===== src/rtl/SDRAM_PKG.sv =====
// Shared SDRAM types: controller data word and the access descriptor the
// arbiter forwards unchanged from the cache ports to the controller.
package SDRAM_PKG;

  typedef logic [31:0] data_t;

  typedef struct packed {
    logic [1:0]  bank;
    logic [12:0] row;
    logic [9:0]  col;
    logic [3:0]  mask;
  } dram_access_t;

endpackage


===== src/rtl/sdram_arbiter.sv =====
// Round-robin arbiter granting one SDRAM cache port a full BURST-beat
// transaction on the single-port SDRAM controller at a time.
module sdram_arbiter #(
  parameter int N_SRC = 4,
  parameter int BURST = 8
) (
  input  logic                                CLK,
  input  logic                                RESET_IN,
  input  logic [N_SRC-1:0]                    SRC_WRITE_IN,
  input  SDRAM_PKG::dram_access_t [N_SRC-1:0] SRC_ACS_IN,
  input  logic [N_SRC-1:0]                    SRC_REQ_IN,
  output logic [N_SRC-1:0]                    SRC_ACK_OUT,
  output SDRAM_PKG::data_t [N_SRC-1:0]        SRC_DATA_OUT,
  output logic                                MEM_WRITE_OUT,
  output SDRAM_PKG::dram_access_t             MEM_ACS_OUT,
  output logic                                MEM_REQ_OUT,
  input  logic                                MEM_ACK_IN,
  input  SDRAM_PKG::data_t                    MEM_DATA_IN
);

  localparam int GW = $clog2(N_SRC);
  localparam int BW = (BURST > 1) ? $clog2(BURST) : 1;

  typedef enum logic {IDLE, BUSY} state_t;

  state_t          state, state_next;
  logic [GW-1:0]   grant, grant_next;
  logic [GW-1:0]   last, last_next;
  logic [BW-1:0]   beat, beat_next;
  logic [GW-1:0]   pick;
  logic [GW-1:0]   idx;
  logic            found;

  always_ff @(posedge CLK or posedge RESET_IN) begin
    if (RESET_IN) begin
      state <= IDLE;
      grant <= '0;
      last  <= GW'(N_SRC - 1);
      beat  <= '0;
    end else begin
      state <= state_next;
      grant <= grant_next;
      last  <= last_next;
      beat  <= beat_next;
    end
  end

  // Scan starts just after the previous owner so every port gets its turn.
  always_comb begin
    pick  = last;
    idx   = '0;
    found = 1'b0;
    for (int k = 1; k <= N_SRC; k++) begin
      idx = GW'((int'(last) + k) % N_SRC);
      if (!found && SRC_REQ_IN[idx]) begin
        found = 1'b1;
        pick  = idx;
      end
    end
  end

  always_comb begin
    state_next = state;
    grant_next = grant;
    last_next  = last;
    beat_next  = beat;
    case (state)
      IDLE: begin
        if (found) begin
          grant_next = pick;
          state_next = BUSY;
        end
      end
      BUSY: begin
        if (MEM_ACK_IN) begin
          if (beat == BW'(BURST - 1)) begin
            beat_next  = '0;
            last_next  = grant;
            state_next = IDLE;
          end else begin
            beat_next = beat + 1'b1;
          end
        end
      end
      default: state_next = IDLE;
    endcase
  end

  // Descriptor and write flag are muxed live so sources may update them after each ack.
  always_comb begin
    MEM_REQ_OUT   = 1'b0;
    MEM_WRITE_OUT = 1'b0;
    MEM_ACS_OUT   = '0;
    SRC_ACK_OUT   = '0;
    if (state == BUSY) begin
      MEM_REQ_OUT        = 1'b1;
      MEM_WRITE_OUT      = SRC_WRITE_IN[grant];
      MEM_ACS_OUT        = SRC_ACS_IN[grant];
      SRC_ACK_OUT[grant] = MEM_ACK_IN;
    end
  end

  assign SRC_DATA_OUT = {N_SRC{MEM_DATA_IN}};

endmodule


===== config.mk =====
export PLATFORM = sky130hd
export DESIGN_NAME = sdram_arbiter
export DESIGN_NICKNAME = d
export VERILOG_FILES = /design/src/rtl/SDRAM_PKG.sv /design/src/rtl/sdram_arbiter.sv
export SDC_FILE = /design/constraint.sdc
export NUM_CORES = 1
export LEC_CHECK = 0
export CAP_MARGIN = 10
export CORE_AREA = 4 4 124 126
export DETAILED_ROUTE_END_ITERATION = 10
export DIE_AREA = 0 0 128 130
export DONT_BUFFER_PORTS = 1
export PLACE_DENSITY = 0.3
export SLEW_MARGIN = 20
export SYNTH_ARGS = -nofsm -noshare
export SYNTH_HDL_FRONTEND = slang
export SYNTH_SLANG_ARGS = --single-unit

===== constraint.sdc =====
create_clock -name CLK -period 1.85 [get_ports CLK]
set_input_delay 0.0925 -clock CLK [delete_from_list [all_inputs] [get_ports CLK]]
set_output_delay 0.0925 -clock CLK [all_outputs]
set_load 0.02 [all_outputs]

=== Word-level counts from Yosys, hierarchy flattened ===
Index checks and enable logic that the tools add are counted.

* Bits in registers: 8
* Input bits: 159

* Add/subtract/negate cells: 5
* Magnitude comparators: 6
* Equality and inequality tests: 1
* Mux-type cells: 31
* Bitwise logic cells: 2
* Reduce and logical (&&, ||, !) cells: 10

{| class="wikitable"
|+ Operators by type and width
! kind !! number
|-
| binary-select mux 29 bit (select 2 bit) || 1
|-
| 2-to-1 mux 29 bit || 2
|-
| < comparator 2 x 3 -> 1 bit (second input constant) || 5
|-
| 2-to-1 mux 1 bit || 15
|-
| binary-select mux 1 bit (select 2 bit) || 5
|-
| 2-to-1 mux 2 bit || 4
|-
| adder 2 x 1 -> 2 bit (second input constant) || 2
|-
| adder 2 bit (second input constant) || 2
|-
| AND 4 bit || 1
|-
| logical AND 1 bit || 4
|-
| 2-to-1 mux 4 bit || 1
|-
| AND reduction 2 bit || 2
|-
| adder 3 x 1 -> 3 bit (second input constant) || 1
|-
| equality test 3 bit (second input constant) || 1
|-
| zero test 1 bit || 3
|-
| 2-to-1 mux 3 bit || 1
|-
| AND reduction 3 bit || 1
|-
| demux 1 bit (select 2 bit) || 1
|-
| greater-or-equal comparator 2 x 1 -> 1 bit (second input constant) || 1
|-
| one-hot mux 1 bit (2 select lines) || 1
|-
| NOT 1 bit || 1
|}

=== Depth between registers and ports, before layout ===
Gate-level depths: netlist of run 1.

* Depth in word-level cells: 15
* Depth in mapped cells: 4
* Gate-level depth less buffers: 4

=== Worst setup path before layout of run 1 ===
OpenSTA, ideal clock, no wires.

* Path type: reg-to-reg
* Start: register last[1]
* End: register grant[0]
* Library setup time: 126 ps
* Arrival time: 1391 ps
* Slack: 333 ps
* Stages on the path, launching flop included: 4
* Clock period less this slack: 1517 ps
* Path through: dfstp_2 mux2_4 a211o_1 o32a_1

* Cells in the longest elaborated chain, start to end: 14
* Elaborated cells on any way between the ends: 27
* Those cells by class: add/sub: 4; mux: 16; reduce/logical: 7

{| class="wikitable"
|+ RTL lines
! what !! RTL line !! RTL
|-
| start: declaration || sdram_arbiter.sv:28 || <nowiki>logic [GW-1:0] last, last_next;</nowiki>
|-
| start signal: assignment || sdram_arbiter.sv:38 || <nowiki>last <= GW'(N_SRC - 1);</nowiki>
|-
| start signal: assignment || sdram_arbiter.sv:43 || <nowiki>last <= last_next;</nowiki>
|-
| adder 2 x 1 -> 2 bit || sdram_arbiter.sv:54 || <nowiki>idx = GW'((int'(last) + k) % N_SRC);</nowiki>
|-
| binary-select mux 1 bit (select 2 bit) || sdram_arbiter.sv:55 || <nowiki>if (!found && SRC_REQ_IN[idx]) begin</nowiki>
|-
| 2-to-1 mux 1 bit (not written as such) || sdram_arbiter.sv:55 ||
|-
| 2-to-1 mux 1 bit || sdram_arbiter.sv:55 ||
|-
| zero test 1 bit || sdram_arbiter.sv:55 ||
|-
| logical AND 1 bit || sdram_arbiter.sv:55 ||
|-
| 2-to-1 mux 1 bit || sdram_arbiter.sv:55 ||
|-
| zero test 1 bit || sdram_arbiter.sv:55 ||
|-
| logical AND 1 bit || sdram_arbiter.sv:55 ||
|-
| 2-to-1 mux 1 bit || sdram_arbiter.sv:55 ||
|-
| zero test 1 bit || sdram_arbiter.sv:55 ||
|-
| logical AND 1 bit || sdram_arbiter.sv:55 ||
|-
| 2-to-1 mux 1 bit || sdram_arbiter.sv:55 ||
|-
| AND reduction 2 bit (no source line) || - ||
|-
| end signal: assignment || sdram_arbiter.sv:42 || <nowiki>grant <= grant_next;</nowiki>
|-
| end: declaration || sdram_arbiter.sv:27 || <nowiki>logic [GW-1:0] grant, grant_next;</nowiki>
|}

Several ways; a longest one is shown, not always the timed one. The select of a mux whose other input is x is not followed.
A chain may end at the register's enable or synchronous reset.

==> results.yml, run 1 <==
placement:
  place.gp.congestion: 0.7255
  numPlacedInstances: 297
  io_buffers: 0
floorplan:
  die_h_um: 130
  starting_density_pct: 16.64
  core_region_area_um2: 14310
  std_cell_rows: 44
  die_w_um: 128
  io-pin-count: 322
  die-area_um2: 16640
worst_setup_path:
  critPathSlowestCell: "sky130_fd_sc_hd__mux4_2"
  critPathMaxFanout: 16
  critical_path.startpoint: "grant[0]"
  cp.required_ns: 1.76
  worst-path-buf-inv: 2
  rr_startpoint: "last[1]"
  start_kind: "register"
  critical_path.endpoint_type: "primary output"
  worst-setup-path-type: "register to primary output"
  cpLargestDelayFamily: "multiplexers"
  timing.critical_path.arrival_ns: 1.69
  critPathMaxStageDelay_ns: 0.51
  worstPathCellList: "buf_12 > mux4_2 > and2_1 > buf_4"
finish:
  layout.cells.most_common_list: "29 x sky130_fd_sc_hd__and2_1, 26 x sky130_fd_sc_hd__mux4_2, 8 x sky130_fd_sc_hd__buf_4"
  area.sequential_um2: 203.9
  n_diodes: 0
  instances_no_fill: 302
  drive_above_1_share_pct: 43.22
  layout-area-overhead-vs-synth_pct: -25.00
  finalNetCount: 280
  mostFrequentLayoutCell: "sky130_fd_sc_hd__and2_1"
  final.fill_count: 1622
  multi_input_area_um2: 1109
global_route:
  grt_first_pass_wirelength_um: 9039
  total_routing_resource_utilization_after_global_routing_pct: 7.425
  grt_start_max_net_pins: 26
  grt_antenna_before_repair: 5
  first_global_vias: 1330
  globalRoute.totalOverflow: 0
power_and_ir_drop:
  pwr_density_cell_nw_per_um2: 1784
  p_leak_nw: 0.6009
  ir_drop_mv: 0.4545
detailed_routing:
  via_count: 1171
  finalWirelength_um: 6863
  route.detailed.drc: 0
  avgViaCountPerCell: 3.877
  avgRoutedWirePerCell_um: 22.73
  drt_first_iter_violations: 38
  antenna_violating_nets_post_route: 0
  detail_route.first_pass.iterations: 4
sta:
  crit_path_time_final_ns: 1.780
  worst_case_hold_slack_ns: 0.06423
  worst_slew_pin_slew_ns: 0.6429
  fin_tns_setup_ns: 0
  layout_worst_path_cycle_share_pct: 96.24
  clock_skew_ns: 0.009052
  fmax_mhz: 561.6
  report.final.setup_viol: 0
  hold_viol_final: 0
  final_max_slew_viol_count: 0
  timing.slew.headroom_pct: 56.74
  setup_repair_after_global_routing_missed_its_margin: "false"
synthesis:
  synth.top_cell.area_share_pct: 40.34
  flip_flop_and_latch_count_after_synthesis: 8
  most_instantiated_flip_flop_cell_in_the_synthesis_netlist: "sky130_fd_sc_hd__dfrtp_1"
  synth_fp_nets: 402
  synth_top_area_cell: "sky130_fd_sc_hd__buf_4"
  ranking_of_synthesized_cells_by_area: "sky130_fd_sc_hd__buf_4 40%, sky130_fd_sc_hd__mux4_2 25%, sky130_fd_sc_hd__and2_1 7.9%"
  synthesis.area_um2: 2382
  synth_enable_flop_cells: 0
  synthesis.area_per_instance_um2: 9.885
  yosys_warnings: 0
  async_s_r_ff_share_synth_pct: 100.0
  synth_cell_type_count: 30
  seq_total_area_yosys_pct: 8.508
  post_synth_inst_count: 241
clock_network:
  cts_inserted_buffers: 3
  ctsRootBufferMaster: "sky130_fd_sc_hd__clkbuf_16"
  cts_max_level: 1
  clockBufferDepth: 2
  clkSinkCount: 8
  cts_tree: "done"
  clk_pin_slew_worst_paths_ns: 0.04
  clock_latency_ns: 0.24
hold_path:
  worst_hold_path_type: "input pin to register"
  min_from: "SRC_REQ_IN[2]"
job:
  maxCapViolCount: 0
status:
  run_status: "finished, final reports clean"
-- metrics by stage --
step | worst slack, ns | utilization, % | power (mW) | cell area [um^2]
floorplan | 0.3334 | - | 2.792 | 2382
global placement | 0.2946 | 11.84 | 2.855 | 1695
detailed placement | 0.2905 | 11.84 | 2.862 | 1695
CTS | 0.03568 | 12.47 | 3.253 | 1784
global route | 0.01503 | 12.48 | 3.405 | 1787
finish | 0.06951 | 12.48 | 3.188 | 1787
-- area by class of cell --
cell class | instances | area share [%]
clock buffer | 4 | 4.412
inverter | 4 | 0.8403
multi-input combinational | 89 | 62.04
sequential | 8 | 11.41
timing repair buffer | 13 | 8.403
tap | 184 | 12.89
-- cell families after synthesis --
group           share of synthesized area, %
buf+inv                                45.06
simple gates                           11.19
mux                                    31.51
compound gates                         2.679
flops                                  8.508
fa+ha+maj                              1.050
-- synth_stat cells, types with 2 or more instances --
| cell | count |
|---|---|
| sky130_fd_sc_hd__buf_4 | 128 |
| sky130_fd_sc_hd__and2_1 | 30 |
| sky130_fd_sc_hd__mux4_2 | 26 |
| sky130_fd_sc_hd__dfrtp_1 | 6 |
| sky130_fd_sc_hd__buf_2 | 4 |
| sky130_fd_sc_hd__clkbuf_1 | 4 |
| sky130_fd_sc_hd__inv_1 | 4 |
| sky130_fd_sc_hd__mux2_2 | 4 |
| sky130_fd_sc_hd__mux4_1 | 4 |
| sky130_fd_sc_hd__nor3_1 | 3 |
| sky130_fd_sc_hd__nor3b_1 | 3 |
| sky130_fd_sc_hd__buf_12 | 2 |
| sky130_fd_sc_hd__buf_6 | 2 |
| sky130_fd_sc_hd__dfstp_2 | 2 |
| sky130_fd_sc_hd__ha_1 | 2 |
| sky130_fd_sc_hd__nand2_1 | 2 |
| sky130_fd_sc_hd__nor2_1 | 2 |
-- state kept, by name, summed over array words and instances, names as in the netlist --
signal / count
beat: 3
grant: 2
last: 2
state: 1
-- path summary, 6_finish.rpt --
kind / end / slack [ns] / cells past startpoint
worst min register to register: beat[1] / 0.51 / 1
max in group asynchronous: last[0] / 1.29 / 2
worst max register to register: grant[0] / 0.28 / 3
worst min-delay path: grant[1] / 0.06 / 2
min in group asynchronous: state / 0.26 / 2
worst max-delay path: MEM_ACS_OUT[2] / 0.07 / 4
-- repair_timing --
item,CTS,global route
resized for setup,0,1
setup buffers,0,0
hold endpoints to repair,6,0
hold buffers,1,0
endpoints found under the setup margin,0,1
-- routing by layer --
metal  share of wire (%)  routed length [um]  global-route usage (%)  up-vias
met5                0.19                  13                       0        -
met4                 5.5                 377                   4.120        2
met3                  12                 790                   2.415       40
met2                  50                3454                   12.66      115
met1                  32                2227                   8.188      554
li1                    -                   -                       -      460
-- report_power, final --
group | internal, mW | leakage, nW | switching, mW
Clock | 0.288 | 0.0382 | 0.0974
Sequential | 0.276 | 0.0883 | 0.0839
Combinational | 1.14 | 0.474 | 1.30
Power figures use the tool's default switching activity.
==> run 2: changes to the inputs <==
- CELL_PAD_IN_SITES_DETAIL_PLACEMENT: default -> 2
- CELL_PAD_IN_SITES_GLOBAL_PLACEMENT: default -> 2
- CORE_AREA: 4 4 124 126 -> 4 4 122 124
- DIE_AREA: 0 0 128 130 -> 0 0 126 128
- PLACE_DENSITY: 0.3 -> 0.5
==> results.yml, run 2 (synthesis results as in run 1) <==
clock_network:
  ctsRootBufferMaster: "sky130_fd_sc_hd__clkbuf_16"
  clock_latency_ns: 0.23
  clk_pin_slew_worst_paths_ns: 0.04
  cts_tree: "done"
  clockBufferDepth: 2
  clkSinkCount: 8
  cts_inserted_buffers: 3
  cts_max_level: 1
worst_setup_path:
  critPathMaxFanout: 5
  cp.required_ns: 1.76
  timing.critical_path.arrival_ns: 1.70
  critical_path.endpoint_type: "primary output"
  worst-setup-path-type: "register to primary output"
  start_kind: "register"
detailed_routing:
  route.detailed.drc: 0
  avgViaCountPerCell: 3.816
  finalWirelength_um: 6887
  via_count: 1160
  detail_route.first_pass.iterations: 3
  drt_first_iter_violations: 18
  antenna_violating_nets_post_route: 0
  avgRoutedWirePerCell_um: 22.65
global_route:
  first_global_vias: 1319
  globalRoute.totalOverflow: 0
  grt_start_max_net_pins: 35
  grt_antenna_before_repair: 2
  grt_first_pass_wirelength_um: 8597
  total_routing_resource_utilization_after_global_routing_pct: 6.796
finish:
  final.fill_count: 1578
  layout-area-overhead-vs-synth_pct: -20.06
  finalNetCount: 286
  mostFrequentLayoutCell: "sky130_fd_sc_hd__mux4_2"
  layout.cells.most_common_list: "29 x sky130_fd_sc_hd__mux4_2, 16 x sky130_fd_sc_hd__and2_4, 14 x sky130_fd_sc_hd__and2_1"
  post-route-util_pct: 13.83
  largest_registers: "beat x3, grant x2, last x2"
  drive_above_1_share_pct: 60.48
  n_diodes: 0
  largest_register_ff_count: 3
  largest-register: "beat"
power_and_ir_drop:
  power_switching_share_pct: 43.19
  p_leak_nw: 0.6751
  psw_mw: 1.547
  ir_drop_mv: 0.8840
  power.share.combinational_pct: 79.1
  intPower_mw: 2.035
  p_clk_share_pct: 10.6
  pwr_density_cell_nw_per_um2: 1881
  pwr-share-seq_pct: 10.3
floorplan:
  die_w_um: 126
  std_cell_rows: 43
  starting_density_pct: 17.30
  core_region_area_um2: 13770
  die_h_um: 128
  die-area_um2: 16130
  io-pin-count: 322
sta:
  hold_viol_final: 0
  fmax_mhz: 558.0
  crit_path_time_final_ns: 1.792
  final_max_slew_viol_count: 0
  worst_slack_ns: 0.05804
  clock_skew_ns: 0.003446
  report.final.setup_viol: 0
  worst_case_hold_slack_ns: 0.05431
  timing.slew.headroom_pct: 57.76
  layout_worst_path_cycle_share_pct: 96.86
  worst_slew_pin_slew_ns: 0.6278
placement:
  place.gp.congestion: 0.7526
  io_buffers: 0
  preCtsSetupSlack_ns: 0.2244
  dp_hpwl_um: 5426
hold_path:
  worst_hold_path_type: "input pin to register"
status:
  run_status: "finished, final reports clean"
job:
  maxCapViolCount: 0
## run 2: changes by cell type in the layout (fill, tap and decap cells not counted), sizes merged
| cell | before | now |
|---|---|---|
| buf | 12 | 15 |
| clkbuf | 4 | 7 |
## run 2: final timing paths
kind                                     from         endpoint  slack [ns]  cells past startpoint
worst max-delay path                 grant[0]  MEM_ACS_OUT[17]        0.06                      4
worst min-delay path            SRC_REQ_IN[2]         grant[1]        0.05                      2
worst max register to register        last[1]         grant[0]        0.28                      3
worst min register to register        beat[2]          beat[2]        0.51                      1
max in group asynchronous            RESET_IN          last[1]        1.29                      2
min in group asynchronous            RESET_IN         grant[1]        0.27                      2
## run 2: critical path: stages, from the launching register on
cell and delay, ns:
sky130_fd_sc_hd__dfrtp_2 0.43, sky130_fd_sc_hd__buf_4 0.15, sky130_fd_sc_hd__buf_12 0.12, sky130_fd_sc_hd__mux4_2 0.51, sky130_fd_sc_hd__and2_1 0.25
## run 2: layer usage
| layer | vias to the layer above | global-route usage, % | part of all wire (%) |
|---|---|---|---|
| met5 | - | 0 | 0.39 |
| met4 | 4 | 1.136 | 0.35 |
| met3 | 11 | 3.292 | 13 |
| met2 | 128 | 12.93 | 55 |
| met1 | 544 | 6.794 | 31 |
| li1 | 473 | - | - |
## run 2: final cells by class
class / instances / area [um^2] / share of cell area, %
tap: 180 / 225.2 / 11.83
inverter: 4 / 15.01 / 0.7884
timing repair buffer: 19 / 246.5 / 12.94
multi-input combinational: 89 / 1135 / 59.59
sequential: 8 / 203.9 / 10.71
clock buffer: 4 / 78.83 / 4.139
## run 2: through the flow
stage          TNS [ns]  cells  power (mW)  area, um^2
3_3_place_gp          0    288       2.605        1628
5_1_grt        -0.02241    304       3.823        1904
2_1_floorplan         0    241       2.792        2382
4_1_cts        -0.03438    293       3.030        1717
6_report              0    304       3.582        1904
3_5_place_dp          0    288       2.649        1628
## run 2: repair_timing
action                     in CTS  in global routing
gates cloned                    0                  3
gates resized for setup         0                 37
hold buffers                    1                  0
setup endpoints to repair       3                 26
hold endpoints to repair        6                  0
setup buffers                   0                  8
## run 2: power by group through the flow
stage          logic, mW  clock network (mW)  registers [mW]
4_1_cts             2.28               0.385           0.367
2_1_floorplan       2.47                   0           0.326
6_report            2.83               0.379           0.370
3_5_place_dp        2.28                   0           0.371
5_1_grt             3.03               0.401           0.389
3_3_place_gp        2.24                   0           0.364
